[config.mk]
export PLATFORM = sky130hd
export DESIGN_NAME = lsu_mem_ctrl
export DESIGN_NICKNAME = d
export VERILOG_FILES = /design/src/rtl/lsu_mem_ctrl.sv
export SDC_FILE = /design/constraint.sdc
export NUM_CORES = 1
export LEC_CHECK = 0
export BUFFER_PORTS_ARGS = -buffer_cell sky130_fd_sc_hd__buf_2
export CAP_MARGIN = 20
export CELL_PAD_IN_SITES_DETAIL_PLACEMENT = 1
export CELL_PAD_IN_SITES_GLOBAL_PLACEMENT = 1
export CORE_MARGIN = 2
export CORE_UTILIZATION = 33
export DETAILED_ROUTE_END_ITERATION = 8
export GPL_TIMING_DRIVEN = 1
export PLACE_DENSITY = 0.83
export REMOVE_ABC_BUFFERS = 1
export SLEW_MARGIN = 10
export SYNTH_ARGS = -nofsm -noshare
export SYNTH_HDL_FRONTEND = slang
export SYNTH_SLANG_ARGS = --single-unit
[constraint.sdc]
create_clock -name clk -period 1.8 [get_ports clk]
set_clock_uncertainty 0.05 [all_clocks]
set_input_delay 0.54 -clock clk [delete_from_list [all_inputs] [get_ports clk]]
set_output_delay 0.54 -clock clk [all_outputs]
set_load 0.03 [all_outputs]
[src/rtl/lsu_mem_ctrl.sv]
// Load/store controller: checks alignment and range, issues one single-cycle
// memory access, and returns an extended load result with a 2-bit error code.
module lsu_mem_ctrl #(
  parameter int ADDR_WIDTH        = 12,
  parameter int MEMORY_SIZE_WORDS = 1024,
  parameter int ERR_CNT_WIDTH     = 8
) (
  input  logic                     clk,
  input  logic                     rst_n,
  input  logic                     req_valid,
  output logic                     req_ready,
  input  logic                     req_we,
  input  logic [31:0]              req_addr,
  input  logic [31:0]              req_wdata,
  input  logic [1:0]               req_size,
  input  logic                     req_signed,
  output logic                     rsp_valid,
  input  logic                     rsp_ready,
  output logic [31:0]              rsp_rdata,
  output logic [1:0]               rsp_err,
  output logic                     mem_r_en,
  output logic                     mem_w_en,
  output logic [ADDR_WIDTH-1:0]    mem_r_addr,
  output logic [ADDR_WIDTH-1:0]    mem_w_addr,
  output logic [31:0]              mem_w_data,
  output logic [1:0]               mem_r_bmul,
  output logic [1:0]               mem_w_bmul,
  input  logic [31:0]              mem_r_data,
  input  logic [1:0]               mem_state,
  output logic [ERR_CNT_WIDTH-1:0] err_cnt
);

  typedef enum logic [1:0] {IDLE, ISSUE, WAIT, RESP} state_t;

  state_t state, state_next;

  logic       cap_we;
  logic [1:0] cap_size;
  logic       cap_signed;
  logic       misaligned;
  logic       out_of_range;
  logic [31:0] load_ext;

  logic                  req_ready_next;
  logic                  rsp_valid_next;
  logic [31:0]           rsp_rdata_next;
  logic [1:0]            rsp_err_next;
  logic                  mem_r_en_next;
  logic                  mem_w_en_next;
  logic [ADDR_WIDTH-1:0] mem_r_addr_next;
  logic [ADDR_WIDTH-1:0] mem_w_addr_next;
  logic [31:0]           mem_w_data_next;
  logic [1:0]            mem_r_bmul_next;
  logic [1:0]            mem_w_bmul_next;

  always_comb begin
    misaligned   = (req_size == 2'd3) ||
                   (req_size == 2'd1 && req_addr[0]) ||
                   (req_size == 2'd2 && req_addr[1:0] != 2'b00);
    out_of_range = ((req_addr >> ADDR_WIDTH) != 32'd0) ||
                   (32'(req_addr[ADDR_WIDTH-1:2]) >= 32'(MEMORY_SIZE_WORDS));
  end

  always_ff @(posedge clk or negedge rst_n) begin
    if (!rst_n) state <= IDLE;
    else        state <= state_next;
  end

  always_comb begin
    state_next = state;
    case (state)
      IDLE:    if (req_valid) state_next = (misaligned || out_of_range) ? RESP : ISSUE;
      ISSUE:   state_next = WAIT;
      WAIT:    state_next = RESP;
      RESP:    if (rsp_ready) state_next = IDLE;
      default: state_next = IDLE;
    endcase
  end

  // Only the fields needed after the access leaves ISSUE are kept here.
  always_ff @(posedge clk or negedge rst_n) begin
    if (!rst_n) begin
      cap_we     <= 1'b0;
      cap_size   <= 2'd0;
      cap_signed <= 1'b0;
    end else if (state == IDLE && req_valid) begin
      cap_we     <= req_we;
      cap_size   <= req_size;
      cap_signed <= req_signed;
    end
  end

  always_comb begin
    case (cap_size)
      2'd0:    load_ext = {{24{cap_signed & mem_r_data[7]}}, mem_r_data[7:0]};
      2'd1:    load_ext = {{16{cap_signed & mem_r_data[15]}}, mem_r_data[15:0]};
      default: load_ext = mem_r_data;
    endcase
  end

  // Output next-values; memory controls are loaded on acceptance so the
  // enable is high exactly during the ISSUE cycle.
  always_comb begin
    req_ready_next  = (state_next == IDLE);
    rsp_valid_next  = (state_next == RESP);
    rsp_rdata_next  = rsp_rdata;
    rsp_err_next    = rsp_err;
    mem_r_en_next   = 1'b0;
    mem_w_en_next   = 1'b0;
    mem_r_addr_next = mem_r_addr;
    mem_w_addr_next = mem_w_addr;
    mem_w_data_next = mem_w_data;
    mem_r_bmul_next = mem_r_bmul;
    mem_w_bmul_next = mem_w_bmul;
    case (state)
      IDLE: begin
        if (req_valid) begin
          rsp_rdata_next = 32'd0;
          if (misaligned) begin
            rsp_err_next = 2'b11;
          end else if (out_of_range) begin
            rsp_err_next = 2'b10;
          end else begin
            rsp_err_next = 2'b00;
            if (req_we) begin
              mem_w_en_next   = 1'b1;
              mem_w_addr_next = req_addr[ADDR_WIDTH-1:0];
              mem_w_data_next = req_wdata;
              mem_w_bmul_next = req_size;
            end else begin
              mem_r_en_next   = 1'b1;
              mem_r_addr_next = req_addr[ADDR_WIDTH-1:0];
              mem_r_bmul_next = req_size;
            end
          end
        end
      end
      WAIT: begin
        rsp_err_next   = mem_state;
        rsp_rdata_next = (!cap_we && mem_state == 2'b00) ? load_ext : 32'd0;
      end
      default: ;
    endcase
  end

  always_ff @(posedge clk or negedge rst_n) begin
    if (!rst_n) begin
      req_ready  <= 1'b1;
      rsp_valid  <= 1'b0;
      rsp_rdata  <= 32'd0;
      rsp_err    <= 2'b00;
      mem_r_en   <= 1'b0;
      mem_w_en   <= 1'b0;
      mem_r_addr <= '0;
      mem_w_addr <= '0;
      mem_w_data <= 32'd0;
      mem_r_bmul <= 2'd0;
      mem_w_bmul <= 2'd0;
    end else begin
      req_ready  <= req_ready_next;
      rsp_valid  <= rsp_valid_next;
      rsp_rdata  <= rsp_rdata_next;
      rsp_err    <= rsp_err_next;
      mem_r_en   <= mem_r_en_next;
      mem_w_en   <= mem_w_en_next;
      mem_r_addr <= mem_r_addr_next;
      mem_w_addr <= mem_w_addr_next;
      mem_w_data <= mem_w_data_next;
      mem_r_bmul <= mem_r_bmul_next;
      mem_w_bmul <= mem_w_bmul_next;
    end
  end

  always_ff @(posedge clk or negedge rst_n) begin
    if (!rst_n) begin
      err_cnt <= '0;
    end else if (rsp_valid && rsp_ready && rsp_err != 2'b00 && err_cnt != '1) begin
      err_cnt <= err_cnt + 1'b1;
    end
  end

endmodule
; Word level (Yosys, flattened, before mapping)
; Cells that the tools add are included.
[totals]
register_bits = 112
latchBits = 0
mem_bits_rw = 0
mem_bits_ro = 0
inputBits = 106
out_inout_bits = 106
wordCells = 76
n_memories = 0
[op_classes]
add_sub_neg = 1
mul = 0
div = 0
n_lt_le_gt_ge = 0
n_eq_ne = 10
shift = 0
mux = 22
bitwise = 5
n_reduce_logical = 22
[ops]
columns = op, n
row1 = $pmux 32 s2, 2
row2 = $mux 32, 2
row3 = $reduce_bool 32->1, 1
row4 = $mux 2, 6
row5 = $eq 2x2->1 const B, 5
row6 = $mux 1, 10
row7 = $reduce_and 5->1, 2
row8 = $add 8x1->8 const B, 1
row9 = $logic_not 2->1, 4
row10 = $ne 8x8->1 const B, 1
row11 = $pmux 2 s4, 1
row12 = $logic_and 1x1->1, 7
row13 = $eq 2x1->1 const B, 3
row14 = $reduce_bool 2->1, 3
row15 = $pmux 2 s2, 1
row16 = $logic_or 1x1->1, 3
row17 = $not 1->1, 3
row18 = $and 1x1->1, 2
row19 = $ne 2x2->1 const B, 1
row20 = $reduce_and 2->1, 1
row21 = $logic_not 1->1, 1

; Depth between registers and ports, before layout
; Gate-level depths: netlist (run 1).
[depth]
ltp_word = 9
mapped_depth = 8

; Least setup slack after synthesis (run 1)
; No wires, ideal clock.
[synth_path]
path_type = input to register
start = input req_addr[25]
end = register mem_w_addr[10]
setup_ns = 0.125
arrival_time_ns = 1.978
t_required_ns = 1.625
path_slack_ns = -0.353
cell_stages = 6
n_path_buf = 2
path_cell_list = nor4_1 nand4_1 nor4b_2 buf_6 buf_12 mux2_2
[synth_between]
elab_chain_cells = 3
[synth_rtl]
columns = element, line_no
row1 = from (decl), 13  ; input logic [31:0] req_addr,
row2 = $reduce_bool 32->1, 60  ; out_of_range = ((req_addr >> ADDR_WIDTH) != 32'd0) ||
row3 = $not 1->1 (no source line), n/a
row4 = $reduce_and 5->1 (no source line), n/a
row5 = to (signal assigned), 167  ; mem_w_addr <= mem_w_addr_next;
row6 = to (decl), 24  ; output logic [ADDR_WIDTH-1:0] mem_w_addr,
; No other way between the ends.
; A chain may end at the register's enable or synchronous reset.

; Worst setup path after layout (run 1)
[layout_path]
start = input req_addr[17]
end = register mem_w_data[13]
[layout_between]
elab_chain_cells = 3
[layout_rtl]
columns = element, line_no
row1 = $reduce_bool 32->1, 60
row2 = $not 1->1 (no source line), n/a
row3 = $reduce_and 5->1 (no source line), n/a
row4 = to (signal assigned), 168  ; mem_w_data <= mem_w_data_next;
row5 = to (decl), 25  ; output logic [31:0] mem_w_data,
; No other way between the ends.

==> results of run 1 <==
[sequential cells by signal, indices dropped and copies added, names as in the netlist]
name and count:
mem_w_en 1, req_ready 1, rsp_rdata 32, mem_r_addr 12, cap_size 2, cap_signed 1, rsp_valid 1, err_cnt 8
rsp_err 2, mem_r_bmul 2, state 2, mem_w_data 32, mem_w_bmul 2, mem_r_en 1, mem_w_addr 12, cap_we 1
[layout make-up]
class                   instances  area (um^2)  area share [%]
flip-flops and latches        112         2804           40.69
multi-input cells             196         1919           27.86
repair buffers                255         1637           23.75
clock buffers                  14        264.0           3.831
well taps                     180        225.2           3.269
clock inverters                 2        37.54          0.5448
inverters                       1        3.754         0.05448
[worst max-delay path: stages]
cell and delay [ps]:
buf_2 100, nor4_2 250, nand4_1 220, nor4b_4 390, buf_6 160, buf_6 120
buf_12 130, mux2_4 300
[layout by cell type (no fill, tap or decap), types with 3 or more instances in the layout]
cell type / instances
clkbuf_1: 3
a22o_1: 32
nand2_1: 26
and3_1: 3
dfrtp_1: 111
buf_6: 10
nor4_4: 3
mux2_4: 60
buf_2: 205
clkbuf_16: 13
buf_4: 27
nand2b_1: 16
xnor2_1: 4
o21ai_0: 13
buf_12: 7
xor2_1: 3
nand4_1: 3
[through the flow]
| step | setup TNS (ps) | cell area, um^2 |
|---|---|---|
| after floorplan | -163490 | 4533 |
| after global routing | -18300 | 6890 |
| after global placement | -33720 | 6110 |
| after detailed placement | -37000 | 6110 |
| final | -11690 | 6890 |
| after CTS | -11380 | 6621 |
[power by group]
part	total, mW	switching (mW)	internal [mW]
registers	3.15	0.275	2.87
clock network	2.04	0.882	1.16
logic	2.34	1.46	0.887
[timing repair]
| item | CTS | global route |
|---|---|---|
| gates resized for setup | 9 | 54 |
| gates cloned | 5 | 4 |
| buffers inserted | 6 | 4 |
| pin swaps | 3 | 8 |
| endpoints found under the setup margin | 60 | 76 |
[Yosys cell counts, types with 2 or more instances]
master,instances
dfrtp_1,111
a22o_1,32
mux2_4,30
mux2_2,28
nand2_1,26
nand2b_1,17
o21ai_0,13
clkbuf_1,7
buf_12,5
nor4_1,5
mux2_1,4
xnor2_1,4
and3_1,3
buf_6,3
nand4_1,3
xor2_1,3
a21oi_1,2
and4_1,2
buf_2,2
nand3_1,2
nor2_1,2
nor2b_1,2
nor3_1,2
[worst max path at each step]
| stage | to | from | depth (start not counted) | slack (ps) |
|---|---|---|---|---|
| 2_1_floorplan | mem_w_addr[10]$_DFFE_PN0P_ | req_addr[25] | 4 | -3160 |
| 5_1_grt | mem_w_data[13]$_DFFE_PN0P_ | req_addr[23] | 8 | -340 |
| 4_1_cts | mem_w_data[25]$_DFFE_PN0P_ | state[0]$_DFF_PN0_ | 6 | -210 |
| 6_report | mem_w_data[13]$_DFFE_PN0P_ | req_addr[17] | 8 | -240 |
| 3_3_place_gp | mem_w_data[24]$_DFFE_PN0P_ | req_addr[13] | 6 | -590 |
| 3_5_place_dp | mem_w_data[25]$_DFFE_PN0P_ | req_addr[25] | 6 | -650 |
[cells by family after synthesis]
| family | synth area share [%] |
|---|---|
| flip-flops | 59.46 |
| AND/OR/NAND/NOR | 9.074 |
| multiplexers | 17.40 |
| AO/OA/AOI/OAI | 8.544 |
| buffers and inverters | 3.953 |
| XOR/XNOR | 1.300 |
| adder cells (fa/ha/maj) | 0.2653 |
[per-layer routing]
layer,vias up,track usage [%],wire length (um)
met4,0,4.261,163
met2,145,31.28,7316
met1,1879,20.81,5834
li1,1667,-,-
met5,-,0,0
met3,13,5.950,945
==> results.yml, run 1 <==
cells_and_area:
  final-instance-count-excl-fill: 760
  final.fill_count: 1497
  final_nets: 682
  drive_above_1_share_pct: 59.48
  flow.area_growth_from_synthesis_pct: 46.11
  final_util_pct: 49.45
  n_antenna_cell: 0
sta:
  fin_ws_ps: -243.0
  rsz0062_at_grt: "true"
  min_period_over_period_pct: 113.5
  timing_worst_slew_pin_value_ps: 352.0
  finalMaxSlewViolations: 0
  final.hold.worst_slack_ps: 46.35
  fmax_mhz: 489.5
  slew-limit-headroom_pct: 76.53
  finalCriticalPeriod_ps: 2043
  report.final.hold_viol_count: 0
  setup-violations-final: 62
cts:
  clkSlewWorstSetupHoldPaths_ps: 70
  cts_tree: "done"
  clock_sink_count: 112
  cts_root_buffer: "clkbuf_16"
  clock_tree.htree_level_count: 3
  cts_buffer_depth: 2
  cts_buffers: 9
  ctsHoldBuffers: 0
  insertion_delay_ps: 350
worst_setup_path:
  r2r-end: "mem_r_addr[4]$_DFFE_PN0P_"
  worst-path-max-fanout: 6
  cp_data_arrival_time_ps: 2230
  reg2reg_depth: 6
  r2r-start: "state[0]$_DFF_PN0_"
  worst-r2r-setup-slack_ps: -160
  timing.critical_path.required_ps: 1980
  timing.setup.critical_path_class: "in -> reg"
  critPathLaunchType: "input port"
  worst_setup_path_end_kind: "flip-flop"
route:
  routed_wirelength_um: 14260
  drt_drc_violations_left: 0
  antenna_left: 0
  drt-vias-per-instance: 4.874
  drt_first_iter_violations: 140
  num_vias: 3704
  wl_per_cell_um: 18.76
  dr.pass1.iters: 4
die:
  core.rowCount: 43
  placeableCoreArea_um2: 13930
  floorplan.initialDensity_pct: 33.84
  die_height_um: 123.5
  die_w_um: 123.5
  die_outline_area_um2: 15260
  floorplan.io_pins: 212
placement:
  detailedPlacementHpwl_um: 9342
  dpl.cell_count: 729
  dpl_worst_slack_ps: -654.1
  count_of_port_buffers_added_during_placement: 211
  gp_congestion: 0.7661
synth:
  synth-warning-count: 0
  dominant_synthesized_flop_cell: "dfrtp_1"
  synth.area.top_cells: "dfrtp_1 59%, mux2_4 9.6%, mux2_2 6.7%, a22o_1 5.9%, nand2b_1 2.3%"
  synth_top_area_share_pct: 58.90
  ys_types: 43
  post_synth_inst_count: 328
  yosysTopAreaCell: "dfrtp_1"
  synth_area_um2: 4716
  synth_edf_count: 0
  post_synth.cell_area_avg_um2: 14.38
  ys_async_sr_fraction_pct: 100.0
  synth_sequential_area_ratio_pct: 59.46
  synth_seq_cells: 112
job:
  timing.max_cap.violations: 0
pwr:
  vdd_drop_max_mv: 0.5567
  report.power.total_mw: 7.529
  p_leak_nw: 3.727
  power-per-cell-area_nw_per_um2: 1093
global_routing:
  grt_pass1_wl_um: 20620
  grt_overflow: 0
  pin_count_of_the_biggest_net_entering_global_routing: 43
  grt_util_all_layers_pct: 17.76
  first_global_vias: 4001
  grt_antenna_before_repair: 0
outcome:
  violations_in_the_final_reports: "negative setup slack"
  outcome: "finished with violations"
hold_path:
  hold_path_class: "in -> async"
Note: power is estimated with default switching activity, not from simulation.
==> inputs of run 2 (changes only) <==
- CTS_CLUSTER_SIZE: unset -> 16
- GPL_TIMING_DRIVEN: 1 -> 0
==> run 2 against run 1 <==
Cell area shrank 0.45%. Wire length shrank 1.5%. Critical endpoint is now mem_w_addr[9]$_DFFE_PN0P_. Worst hold slack lost 24 ps. Non-clock buffer count shrank 11. Global-route usage grew 0.42 points. Total power shrank 0.98%. The run still ends with negative setup slack left. Largest power group unchanged. Core utilization shrank 0.22 points. Critical path type unchanged.
==> results.yml, run 2 (synthesis results as in run 1) <==
outcome:
  outcome: "finished with violations"
  violations_in_the_final_reports: "negative setup slack"
cells_and_area:
  n_antenna_cell: 0
  final_design_area_no_fill_um2: 6859
  flow.area_growth_from_synthesis_pct: 45.45
  mostFrequentLayoutCell: "buf_2"
  final.fill_count: 1516
  final_nets: 672
  drive_above_1_share_pct: 60.53
  mostFrequentLayoutCells: "203 x buf_2, 107 x dfrtp_1, 60 x mux2_4"
  largestRegisters: "mem_w_data x32, rsp_rdata x32"
route:
  drt_first_iter_violations: 122
  num_vias: 3677
  drt-vias-per-instance: 4.903
  drt_drc_violations_left: 0
  wl_per_cell_um: 18.73
  dr.pass1.iters: 4
  antenna_left: 0
  routed_wirelength_um: 14050
cts:
  cts_buffers: 9
  clock_sink_count: 112
  clkSlewWorstSetupHoldPaths_ps: 70
  cts_root_buffer: "clkbuf_16"
  cts_buffer_depth: 2
  cts_tree: "done"
  ctsHoldBuffers: 0
  clock_tree.htree_level_count: 3
  insertion_delay_ps: 340
sta:
  rsz0062_at_grt: "true"
  finalMaxSlewViolations: 0
  report.final.hold_viol_count: 0
  slew-limit-headroom_pct: 42.82
  fin_ws_ps: -250.6
  timing_worst_slew_pin_value_ps: 857.2
  fmax_mhz: 487.7
  min_period_over_period_pct: 113.9
  finalCriticalPeriod_ps: 2051
  setup-violations-final: 60
hold_path:
  hold_path_class: "in -> async"
worst_setup_path:
  reg2reg_depth: 5
  timing.critical_path.slowest_stage_cell: "nor4b_4"
  worst_setup_path_end_kind: "flip-flop"
  r2r-start: "state[1]$_DFF_PN0_"
  worst-r2r-setup-slack_ps: -170
  critPathLaunchType: "input port"
  r2r-end: "mem_r_addr[6]$_DFFE_PN0P_"
  cp_data_arrival_time_ps: 2230
  worst_path_largest_cell_delay_ps: 340
  cells_traversed_along_the_worst_timing_path: "buf_6 -> nor4_2 -> nand4_1 -> nor4b_4 -> buf_4 -> buf_12 -> buf_8 -> mux2_4"
  worst-path-max-fanout: 6
  timing.setup.critical_path_class: "in -> reg"
  timing.critical_path.required_ps: 1980
pwr:
  p_leak_nw: 3.689
  report.power.total_mw: 7.455
  vdd_drop_max_mv: 0.4520
  power-per-cell-area_nw_per_um2: 1087
die:
  die_w_um: 123.5
  floorplan.initialDensity_pct: 33.84
  floorplan.io_pins: 212
  die_outline_area_um2: 15260
  die_height_um: 123.5
  placeableCoreArea_um2: 13930
  core.rowCount: 43
global_routing:
  pin_count_of_the_biggest_net_entering_global_routing: 82
  first_global_vias: 4000
  grt_antenna_before_repair: 0
  grt_overflow: 0
  grt_pass1_wl_um: 21280
  grt_util_all_layers_pct: 18.18
placement:
  dpl_worst_slack_ps: -1157
  gp_congestion: 0.7150
  detailedPlacementHpwl_um: 9185
  standard_cell_area_after_detailed_placement_um2: 5913
  count_of_port_buffers_added_during_placement: 211
job:
  timing.max_cap.violations: 0
run 2: cell types whose count changed in the layout (fill, tap and decap cells not counted), moves of 3 or more:
cell / previous run / this run
buf_4: 27 / 17
dfrtp_1: 111 / 107
dfrtp_2: 0 / 4
buf_8: 0 / 3
clkbuf_16: 13 / 10
clkinv_2: 0 / 3
run 2: critical path: cells and delay by family:
family | cells | cell delay (ps)
simple gates | 3 | 850
mux | 1 | 300
buf+inv | 4 | 520
run 2: metrics by stage:
stage / hold slack [ps] / util [%] / setup TNS [ps] / instances
final: 22.81 / 49.22 / -12560 / 750
after global routing: 30.23 / 49.22 / -15520 / 750
after CTS: 26.75 / 48.33 / -11810 / 744
after detailed placement: 401.0 / 42.44 / -80170 / 705
after global placement: 413.2 / 41.73 / -390860 / 700
after floorplan: 194.4 / - / -163490 / 309
run 2: layer usage:
metal,global-route usage [%],wire (um),vias up,part of all wire (%)
li1,-,-,1648,-
met1,21.55,5462,1868,39
met2,31.70,7277,144,52
met3,5.904,1052,17,7.5
met4,4.759,254,0,1.8
met5,0,0,-,0
run 2: what timing repair did:
item | in CTS | in global routing
pin swaps | 10 | 8
cloned | 2 | 2
endpoints found under the setup margin | 98 | 92
resized for setup | 67 | 13
buffers inserted | 21 | 6
run 2: how the worst max path moves through the flow:
stage / end / cells after the start / from
CTS: mem_w_addr[8]$_DFFE_PN0P_ / 7 / state[0]$_DFF_PN0_
global placement: mem_w_data[25]$_DFFE_PN0P_ / 5 / req_addr[13]
floorplan: mem_w_addr[10]$_DFFE_PN0P_ / 4 / req_addr[25]
global route: mem_w_addr[8]$_DFFE_PN0P_ / 8 / req_addr[16]
detailed placement: mem_w_data[2]$_DFFE_PN0P_ / 7 / req_addr[17]
finish: mem_w_addr[9]$_DFFE_PN0P_ / 8 / req_addr[26]
run 2: cell type report:
| type | count | area (um^2) | share of cell area, % |
|---|---|---|---|
| clock buffers | 10 | 229.0 | 3.338 |
| clock inverters | 6 | 60.06 | 0.8756 |
| inverters | 1 | 3.754 | 0.05472 |
| multi-input cells | 197 | 1987 | 28.97 |
| flip-flops and latches | 112 | 2809 | 40.95 |
| well taps | 180 | 225.2 | 3.283 |
| repair buffers | 244 | 1545 | 22.53 |
run 2: power breakdown:
part	internal (mW)	switching (mW)
combinational	0.817	1.41
sequential	2.88	0.359
clock	1.07	0.916
==> inputs of run 3 (changes only) <==
- REMOVE_ABC_BUFFERS: 1 -> unset
- SKIP_CTS_REPAIR_TIMING: unset -> 1
- SKIP_LAST_GASP: unset -> 1
==> run 3 against run 2 <==
The run still ends with negative setup slack left. Die area unchanged. Critical path depth did not move. Sequential share of layout area is 0.28 points lower. Largest cell class unchanged. Worst hold slack improved by 24 ps. Final cell count is 2.1% higher. Total power grew 0.56%. Fmax fell by 1.7%. Global-route usage is 1.1 points lower. Cell area up 0.55%.
==> results.yml, run 3 (synthesis results as in run 1) <==
die:
  floorplan.initialDensity_pct: 33.84
  floorplan.io_pins: 212
  die_height_um: 123.5
  core.rowCount: 43
  die_w_um: 123.5
  die_outline_area_um2: 15260
  placeableCoreArea_um2: 13930
cts:
  cts_tree: "done"
  cts_buffer_depth: 2
  clock_tree.htree_level_count: 3
  cts_root_buffer: "clkbuf_16"
  cts_buffers: 9
  insertion_delay_ps: 350
  clock_sink_count: 112
  clkSlewWorstSetupHoldPaths_ps: 80
route:
  routed_wirelength_um: 13930
  num_vias: 3678
  wl_per_cell_um: 18.18
  antenna_left: 0
  dr.pass1.iters: 4
  drt_drc_violations_left: 0
  drt_first_iter_violations: 105
  drt-vias-per-instance: 4.802
pwr:
  report.power.total_mw: 7.497
  vdd_drop_max_mv: 0.5261
  power-per-cell-area_nw_per_um2: 1087
  p_leak_nw: 3.736
worst_setup_path:
  r2r-end: "mem_w_data[15]$_DFFE_PN0P_"
  worst_setup_path_end_kind: "flip-flop"
  timing.critical_path.required_ps: 1980
  worst-r2r-setup-slack_ps: -290
  critPathLaunchType: "flip-flop"
  r2r-start: "state[1]$_DFF_PN0_"
  cp_data_arrival_time_ps: 2270
  timing.setup.critical_path_class: "reg -> reg"
  worst-path-max-fanout: 7
  reg2reg_depth: 8
placement:
  count_of_port_buffers_added_during_placement: 211
  standard_cell_area_after_detailed_placement_um2: 6183
  dpl_worst_slack_ps: -748.8
  detailedPlacementHpwl_um: 9882
  dpl.cell_count: 720
  gp_congestion: 0.8081
sta:
  finalMaxSlewViolations: 0
  rsz0062_at_grt: "true"
  finalCriticalPeriod_ps: 2085
  fin_ws_ps: -285.5
  min_period_over_period_pct: 115.9
  timing_worst_slew_pin_value_ps: 547.8
  report.final.hold_viol_count: 0
  setup-violations-final: 60
  fmax_mhz: 479.5
  final.hold.worst_slack_ps: 47.18
  slew-limit-headroom_pct: 63.34
  finalSetupTns_ps: -15170
cells_and_area:
  drive_above_1_share_pct: 60.07
  final.fill_count: 1521
  final_design_area_no_fill_um2: 6897
  final_nets: 688
  final-seq-area_um2: 2805
  mostFrequentLayoutCells: "211 x buf_2, 110 x dfrtp_1, 59 x mux2_4"
  final_util_pct: 49.49
  mostFrequentLayoutCell: "buf_2"
  final-instance-count-excl-fill: 766
  flow.area_growth_from_synthesis_pct: 46.25
  largestRegisters: "mem_w_data x32, rsp_rdata x32"
  multi_input_area_um2: 1936
  n_antenna_cell: 0
global_routing:
  global_route.usage.met3_pct: 3.782
  first_global_vias: 3836
  grt_overflow: 0
  grt_util_met1_pct: 20.44
  grt_pass1_wl_um: 19890
  grt_util_all_layers_pct: 17.05
  pin_count_of_the_biggest_net_entering_global_routing: 69
  gr-usage-met2_pct: 29.12
  grt_antenna_before_repair: 0
  grt_busiest_layer: "met2"
outcome:
  outcome: "finished with violations"
  violations_in_the_final_reports: "negative setup slack"
job:
  timing.max_cap.violations: 0
synth:
  syn-num-nets: 435
hold_path:
  hold_path_class: "in -> async"
-- run 3: how the worst max path moves through the flow --
stage,from,to,slack [ps],depth (start not counted)
after floorplan,req_addr[17],mem_w_addr[0]$_DFFE_PN0P_,-270,6
after global placement,rst_n,rsp_rdata[20]$_DFFE_PN0P_,-1100,1
after detailed placement,req_addr[29],mem_w_data[31]$_DFFE_PN0P_,-750,6
after CTS,state[1]$_DFF_PN0_,mem_w_data[14]$_DFFE_PN0P_,-510,7
after global routing,state[1]$_DFF_PN0_,mem_w_data[15]$_DFFE_PN0P_,-390,8
final,state[1]$_DFF_PN0_,mem_w_data[15]$_DFFE_PN0P_,-290,8
-- run 3: critical path: stages, from the launching register on --
cell,delay (ps)
dfrtp_1,390
buf_6,140
nor3b_4,240
nand2_2,130
nor4b_4,250
buf_4,160
buf_12,140
clkbuf_16,160
mux2_4,300
-- run 3: metal layers --
| layer | share of wire, % | vias up |
|---|---|---|
| li1 | - | 1682 |
| met1 | 40 | 1852 |
| met2 | 52 | 128 |
| met3 | 6.0 | 16 |
| met4 | 1.9 | 0 |
| met5 | 0 | - |
-- run 3: final cells by class --
cell class | instances | area share [%]
Tap cell | 180 | 3.266
Multi-Input combinational cell | 196 | 28.07
Timing Repair Buffer | 244 | 20.72
Clock inverter | 6 | 0.7620
Clock buffer | 10 | 3.465
Buffer | 17 | 2.993
Inverter | 1 | 0.05443
Sequential cell | 112 | 40.67
-- run 3: power breakdown --
part	switching (mW)	internal, mW
sequential	0.307	2.87
clock	0.969	1.00
combinational	1.48	0.869
total	2.76	4.74
